## src/rtl/fetch_pkg.sv

```systemverilog
// rtl/fetch_pkg.sv - shared definitions for the instruction fetch unit
//
// Purpose: FSM state encodings, Branch field encodings and default
//          reset/trap PC values used by instr_fetch_unit and npc_calc.
// Ports:   none (package).

package fetch_pkg;

  // FSM state encoding. ST_TRAP is only reachable in IF_TRAP_EN builds.
  typedef logic [1:0] fsm_state_t;
  localparam fsm_state_t ST_FETCH = 2'd0;
  localparam fsm_state_t ST_EXEC  = 2'd1;
  localparam fsm_state_t ST_TRAP  = 2'd2;

  // Branch field from the control unit
  typedef logic [1:0] branch_t;
  localparam branch_t BR_SEQ = 2'b00;
  localparam branch_t BR_BEQ = 2'b01;
  localparam branch_t BR_J   = 2'b10;
  localparam branch_t BR_JR  = 2'b11;

  localparam logic [31:0] DEFAULT_RESET_PC    = 32'h0000_0000;
  localparam logic [31:0] DEFAULT_TRAP_VECTOR = 32'h0000_0180;

  // A fetch target is misaligned when it is not on a word boundary.
  function automatic logic is_misaligned(input logic [31:0] addr);
    return addr[1:0] != 2'b00;
  endfunction

endpackage

```

## src/rtl/npc_calc.sv

```systemverilog
// rtl/npc_calc.sv - combinational next-PC selection
//
// Purpose: computes PC+4 and the next PC from the Branch field, the ALU
//          zero flag, the instruction's immediate / jump index and rs_data.
// Ports:
//   pc          in  [31:0]  current PC
//   instr_index in  [25:0]  IR[25:0] (jump index; IR[15:0] is the beq offset)
//   branch      in  [1:0]   BR_SEQ / BR_BEQ / BR_J / BR_JR
//   zero        in          ALU zero flag (beq taken when set)
//   rs_data     in  [31:0]  jr target
//   pc_plus4    out [31:0]  PC+4, also the jal link value
//   npc         out [31:0]  selected next PC

module npc_calc
  import fetch_pkg::*;
(
  input  logic [31:0] pc,
  input  logic [25:0] instr_index,
  input  logic [1:0]  branch,
  input  logic        zero,
  input  logic [31:0] rs_data,
  output logic [31:0] pc_plus4,
  output logic [31:0] npc
);

  logic [31:0] br_offset;

  // All additions are 32-bit and wrap naturally.
  assign pc_plus4  = pc + 32'd4;
  assign br_offset = {{14{instr_index[15]}}, instr_index[15:0], 2'b00};

  always_comb begin
    npc = pc_plus4;
    case (branch)
      BR_SEQ: npc = pc_plus4;
      BR_BEQ: npc = zero ? (pc_plus4 + br_offset) : pc_plus4;
      BR_J:   npc = {pc_plus4[31:28], instr_index, 2'b00};
      BR_JR:  npc = rs_data;
      default: npc = pc_plus4;
    endcase
  end

endmodule

```

## src/rtl/instr_fetch_unit.sv

```systemverilog
// rtl/instr_fetch_unit.sv - multi-cycle instruction fetch unit with PC/IR
//
// Purpose: fetches an instruction at PC, holds it in IR while the datapath
//          executes it, then advances PC to the selected next PC.
//          Optional macro IF_TRAP_EN: a misaligned next PC enters a one-cycle
//          TRAP state and redirects fetch to TRAP_VECTOR.
// Ports:
//   clk, rst_n          clock, asynchronous active-low reset
//   imem_req/imem_addr  instruction read request and address (= PC)
//   imem_data/ready     returned instruction word and its valid strobe
//   OPcode, Fun         IR[31:26] and IR[5:0] for the control unit
//   inst_out            IR
//   inst_valid          IR holds the instruction being executed
//   Branch, zero        next-PC select from control unit / ALU
//   rs_data             jr target
//   exec_done           datapath finished the current instruction
//   pc_out, pc_plus4    current PC and PC+4
//   trap                one-cycle trap pulse (tied 0 without IF_TRAP_EN)

module instr_fetch_unit
  import fetch_pkg::*;
#(
  parameter logic [31:0] RESET_PC    = DEFAULT_RESET_PC,
  parameter logic [31:0] TRAP_VECTOR = DEFAULT_TRAP_VECTOR
) (
  input  logic        clk,
  input  logic        rst_n,
  output logic        imem_req,
  output logic [31:0] imem_addr,
  input  logic [31:0] imem_data,
  input  logic        imem_ready,
  output logic [5:0]  OPcode,
  output logic [5:0]  Fun,
  output logic [31:0] inst_out,
  output logic        inst_valid,
  input  logic [1:0]  Branch,
  input  logic        zero,
  input  logic [31:0] rs_data,
  input  logic        exec_done,
  output logic [31:0] pc_out,
  output logic [31:0] pc_plus4,
  output logic        trap
);

  fsm_state_t  state;
  logic [31:0] pc;
  logic [31:0] ir;
  logic [31:0] npc;

  npc_calc u_npc_calc (
    .pc          (pc),
    .instr_index (ir[25:0]),
    .branch      (Branch),
    .zero        (zero),
    .rs_data     (rs_data),
    .pc_plus4    (pc_plus4),
    .npc         (npc)
  );

  always_ff @(posedge clk or negedge rst_n) begin
    if (!rst_n) begin
      state <= ST_FETCH;
      pc    <= RESET_PC;
      ir    <= 32'h0000_0000;
    end else begin
      case (state)
        ST_FETCH: begin
          if (imem_ready) begin
            ir    <= imem_data;
            state <= ST_EXEC;
          end
        end
        ST_EXEC: begin
          if (exec_done) begin
`ifdef IF_TRAP_EN
            // PC is left at the faulting instruction for the trap cycle.
            if (is_misaligned(npc)) begin
              state <= ST_TRAP;
            end else begin
              pc    <= npc;
              state <= ST_FETCH;
            end
`else
            pc    <= npc;
            state <= ST_FETCH;
`endif
          end
        end
`ifdef IF_TRAP_EN
        ST_TRAP: begin
          pc    <= TRAP_VECTOR;
          state <= ST_FETCH;
        end
`endif
        default: state <= ST_FETCH;
      endcase
    end
  end

  // State is already FETCH while reset is held, so the request is also
  // qualified by rst_n to keep it low during reset.
  assign imem_req   = rst_n && (state == ST_FETCH);
  assign imem_addr  = pc;
  assign inst_valid = (state == ST_EXEC);
  assign inst_out   = ir;
  assign OPcode     = ir[31:26];
  assign Fun        = ir[5:0];
  assign pc_out     = pc;

`ifdef IF_TRAP_EN
  assign trap = (state == ST_TRAP);
`else
  assign trap = 1'b0;
`endif

endmodule

```

## config.mk

```make
export PLATFORM = sky130hd
export DESIGN_NAME = instr_fetch_unit
export DESIGN_NICKNAME = d
export VERILOG_FILES = /design/src/rtl/fetch_pkg.sv /design/src/rtl/npc_calc.sv /design/src/rtl/instr_fetch_unit.sv
export SDC_FILE = /design/constraint.sdc
export NUM_CORES = 1
export LEC_CHECK = 0
export ABC_AREA = 1
export ABC_CLOCK_PERIOD_IN_PS = 3900
export CAP_MARGIN = 20
export CELL_PAD_IN_SITES_DETAIL_PLACEMENT = 1
export CELL_PAD_IN_SITES_GLOBAL_PLACEMENT = 1
export CORE_AREA = 2 2 145 162
export CTS_CLUSTER_SIZE = 28
export DETAILED_ROUTE_END_ITERATION = 8
export DIE_AREA = 0 0 147 164
export HOLD_SLACK_MARGIN = 0.06
export PLACE_DENSITY = 0.74
export SLEW_MARGIN = 5
export SYNTH_ARGS = -nofsm -noshare
export SYNTH_HDL_FRONTEND = slang
export SYNTH_SLANG_ARGS = --single-unit
```

## constraint.sdc

```tcl
create_clock -name clk -period 3.9 [get_ports clk]
set_clock_uncertainty 0.2 [all_clocks]
set_input_delay 0.78 -clock clk [delete_from_list [all_inputs] [get_ports clk]]
set_output_delay 0.78 -clock clk [all_outputs]
set_load 0.05 [all_outputs]
```

* Yosys cells after proc, flatten, opt, wreduce, memory -nomap -nowiden
Cells that the tools add are included.
Word-level totals: input port bits 71, flip-flop bits (word level) 66, logic and storage cells 22, output and inout port bits 143
Cells by class: multiplexer cells 5, reduce and logical (&&, ||, !) cells 6, add/subtract/negate cells 2, equality and inequality tests 6
Operators with widths (count):
- $pmux W32 S4 | 1
- $add A32 B3 Y32 const B | 1
- $add A32 B32 Y32 | 1
- $mux W32 | 1
- $reduce_and A2 Y1 | 3
- $eq A2 B1 Y1 const B | 2
- $eq A2 B2 Y1 const B | 2
- $logic_not A2 Y1 | 2
- $mux W2 | 2
- $pmux W2 S2 | 1
- $ne A2 B1 Y1 const B | 1
- $ne A2 B2 Y1 const B | 1
- $logic_and A1 B1 Y1 | 1

* Logic depth before layout (Yosys ltp)
depth in word-level cells 4, mapped depth 26

* Hierarchy
A second synthesis with hierarchy kept.
Unflattened totals: cells, all modules 1170, area total of the unflattened synthesis 7151.9 um2
By module, submodules not included:
- npc_calc | instances 1, seq. area each 0.0 um2, cells each 840, area an instance 4201.5 um2
- instr_fetch_unit | instances 1, seq. area each 1626.6 um2, cells each 330, area an instance 2950.3 um2

* Least setup slack after synthesis
Ideal clock, no wire load.
path kind register to register, from reg pc[2], in the netlist imem_addr[2], to reg pc[27], in the netlist imem_addr[27], data required time 3587 ps, period minus slack after synthesis 4077 ps, path slack -177 ps, cell stages (with the launch flop) 20, data arrival time 3765 ps, setup time 113 ps, cell sequence dfrtp_1 -> inv_2 -> nor2_4 -> nand2_2 -> nor2_1 -> nand3_1 -> xor2_1 -> ha_1 -> nand2_1 -> inv_1 -> nand2_1 -> nand2_1 -> a21oi_1 -> nor2_1 -> nor2_1 -> nand3_1 -> nand3_1 -> nand3b_1 -> nand2_1 -> inv_1
On the way: longest elaborated chain between the ends 4
Ends and longest elaborated chain:
- start: declaration | line instr_fetch_unit.sv:46 | logic [31:0] pc;
- start signal: assignment | line instr_fetch_unit.sv:84 | pc <= npc;
- $add A32 B3 Y32 | line npc_calc.sv:29 | assign pc_plus4 = pc + 32'd4;
- via pc_plus4[2] | line instr_fetch_unit.sv:41 | output logic [31:0] pc_plus4,
- $add A32 B32 Y32 | line npc_calc.sv:36 | BR_BEQ: npc = zero ? (pc_plus4 + br_offset) : pc_plus4;
- $mux W32 | line npc_calc.sv:36
- $pmux W32 S4 | line npc_calc.sv:34 | case (branch)
The timed path passes the listed nets, and every way through them passes these cells. A chain may end at the register's enable or synchronous reset.

* Worst setup path in the final report
from reg pc[16], in the netlist imem_addr[16], to out pc_plus4[19]
On the way: longest elaborated chain between the ends 1
Ends and longest elaborated chain (line):
- $add A32 B3 Y32 | npc_calc.sv:29
- end: declaration | instr_fetch_unit.sv:41
No other way between the ends.

==> results.md <==
* Share of layout cells above drive strength 1 at 0.101
* Yosys synthesis warning count at 0
* CP Buf/Inv Count at 2
* Total CTS buffers at 9
* Nets@finish at 1312
* CTS tree: done
* Final worst path period need at 3760 ps
* Tightest Hold Check Type: reg -> reg
* Placer's final routability congestion estimate at 0.926
* Post-Route M1 WL at 12500 um
* Peak supply drop at 0.353 mV
* First-pass GRT wire length at 44200 um
* CP endpoint kind: output pin
* Final ANT Viol Nets at 0
* Avg WL per Cell at 19.1 um
* Synthesis-to-finish area growth at 38.7%
* Status: completed
* Htree depth at 3
* FF/Latch Area at 1630 um^2
* Area share of the largest cell type after synthesis at 0.245
* Crit path cell chain: nand2_1 > nor2_1 > nand2_1 > nor2_1 > nand2_1 > nand2_1 > nand2_1 > inv_1 > clkdlybuf4s50_1
* Final setup viols at 0
* Num ports at 214
* R2R Setup Slk at 300 ps
* TritonRoute pass-1 iters at 4
* Core footprint at 22500 um^2
* Commonest cells after routing, fill and taps aside: nand2_1, clkdlybuf4s50_1, inv_1, nor2_1, dfrtp_1
* Pin count of the biggest net entering global routing at 66
* Number of synthesized flops with an enable pin at 0
* Final hold viol count at 0
* Fmax at 266 MHz
* Slew margin rel. at 0.378
* Yosys top cell by area: dfrtp_1
* Post-Synthesis Cells at 1027
* Clk sinks at 65
* Met3 WL at 1520 um
* Top layer in use: met4
* Chip width at 147 um
* #FFs+latches synth at 65
* Crit path largest cell delay at 850 ps
* R2r endpoint: imem_addr[26]$_DFFE_PN0P_
* Vias/cell at 4.96
* FF-to-FF Start: imem_addr[2]$_DFFE_PN0P_
* Tot Pwr at 7.65 mW
* Total Wirelength at 28900 um
* Worst Hold Endpoint: inst_out[17]$_DFFE_PN0P_
* Total grt overflow at 0
* CP Class: reg -> out
* Ys async rst share at 1.00
* Area of the mapped netlist at 6650 um^2
* Antenna fix cells at 0
* CP dominant cell by count: nand2_1
* Post-synth top flop: dfrtp_1
* First DRT Iteration DRCs at 324
* Post-Syn Nets at 1133
* Hold Crit Depth at 2
* Final TNS setup at 0 ps
* Clk Latency, worst-skew pair at 340 ps
* Row count at 58
* Actual slew at the worst max-slew pin at 933 ps
* Unique masters post-synth at 48
* Critical Path AT at 2780 ps
* Starting Density at 0.295
* Global-route usage over all layers at 0.240
* DRC errors left at 0
* Pwr Density at 829 nW/um^2
* CP Max Fanout at 7
* Multi-input gate area at 4020 um^2
* Die H at 164 um
* Kind of start point of the critical path: flip-flop
* Reg clk slew, reported paths at 60 ps
* Unrepaired setup endpoints after global routing: no
* Final period util at 0.965
* Cell at the slowest stage of the critical path: clkdlybuf4s50_1
* Crit path max-delay family: buffers and inverters
* Port Buf Inserts at 212
* Max-cap viol count at 0
* Commonest non-fill, non-tap cell in the layout: nand2_1
* Largest cells by area after synthesis: dfrtp_1, nand2_1, inv_1
* Leak Pwr at 4.41 nW
* Filler Cell Count at 2907
* Sequential share of the synthesized area at 0.245
* Post-Syn Area per Cell at 6.47 um^2
* Cts hold-fix bufs at 0
* CTS Root Cell: clkbuf_16
* Met2 WL at 14200 um
* R2r worst-path depth at 22
* Hold wc startpoint: inst_out[17]$_DFFE_PN0P_
* Critical path required time at 2920 ps
* Fin. max-slew vios at 0
* CTS max path bufs at 2
* Vias in the first global route at 7826
* Vias at 7497
* Fin util at 0.410
* Die area at 24100 um^2
* Hpwl dp at 23700 um
* Initial antenna violation count at 0
==> state kept, by name, summed over array words and instances (netlist names) <==
name	cells
imem_addr	32
inst_out	32
state	1
==> worst max path at each step <==
| stage | endpoint | depth (start not counted) | from |
|---|---|---|---|
| finish | pc_plus4[19] | 9 | imem_addr[16]$_DFFE_PN0P_ |
| global route | pc_plus4[22] | 9 | imem_addr[13]$_DFFE_PN0P_ |
| CTS | imem_addr[16]$_DFFE_PN0P_ | 18 | imem_addr[2]$_DFFE_PN0P_ |
| detailed placement | imem_addr[16]$_DFFE_PN0P_ | 18 | imem_addr[2]$_DFFE_PN0P_ |
| global placement | imem_addr[26]$_DFFE_PN0P_ | 22 | imem_addr[2]$_DFFE_PN0P_ |
| floorplan | imem_addr[17]$_DFFE_PN0P_ | 15 | imem_addr[2]$_DFFE_PN0P_ |
==> metal layers <==
layer | vias to the layer above | GRT usage
li1 | 3600 | -
met1 | 3634 | 0.300
met2 | 225 | 0.418
met3 | 38 | 0.0419
met4 | 0 | 0.0813
met5 | - | 0
==> logic make-up after synthesis <==
logic type               after synthesis  share of synthesized area
AO/OA/AOI/OAI                        143                      0.127
XOR/XNOR                              21                     0.0277
adder cells (fa/ha/maj)               35                     0.0670
buffers and inverters                233                      0.161
flip-flops                            65                      0.245
multiplexers                          24                     0.0407
other                                  1                   0.000564
AND/OR/NAND/NOR                      505                      0.332
==> power by group <==
group | switching (mW) | internal (mW) | total [mW] | leakage, nW
Combinational | 3.87 | 1.76 | 5.63 | 3.53
Clock | 0.330 | 0.511 | 0.841 | 0.142
Sequential | 0.310 | 0.862 | 1.17 | 0.746
==> what timing repair did <==
action                     in CTS  in global routing
buffers inserted                0                  0
resized for setup               0                 12
setup endpoints to repair       0                 17
==> worst register-to-register path, delay by kind of cell (launching register included) <==
kind,cells,cell delay (ps)
and+or+nand+nor,15,1650
adders and majority gates,2,580
DFF,1,460
buffers and inverters,4,440
xor gates and xnor gates,1,200
==> metrics by stage <==
stage | hold slack (ps) | worst slack, ps | instance area, um^2 | instances
2_1_floorplan | 284 | 66.2 | 6680 | 1027
3_3_place_gp | 320 | 196 | 8880 | 1495
3_5_place_dp | 330 | 52.9 | 8880 | 1495
4_1_cts | 340 | 25.8 | 9180 | 1511
5_1_grt | 350 | 6.02 | 9220 | 1511
6_report | 340 | 137 | 9220 | 1511
==> cells in the mapped netlist, types with 4 or more instances <==
cell	number
nand2_2	8
nand3_1	60
nor2_1	82
xor2_1	17
o21ai_0	36
o21ai_1	16
dfrtp_1	65
mux2_2	24
nand4_1	15
a22o_1	10
xnor2_1	4
buf_4	48
ha_1	34
inv_1	158
clkbuf_1	12
nor3_1	15
a21oi_1	50
nand2_1	294
nand3b_1	10
inv_2	9
nor2_2	6
o211ai_1	4
a221oi_1	6
o21bai_1	7
==> final cells by class <==
class,count,share of cell area
clock buffer,11,0.0263
inverter,167,0.0680
tap,300,0.0407
timing repair buffer,234,0.246
clock inverter,5,0.00597
sequential,65,0.177
multi-input combinational,729,0.436
No activity file was read; power rests on OpenSTA's default activity.
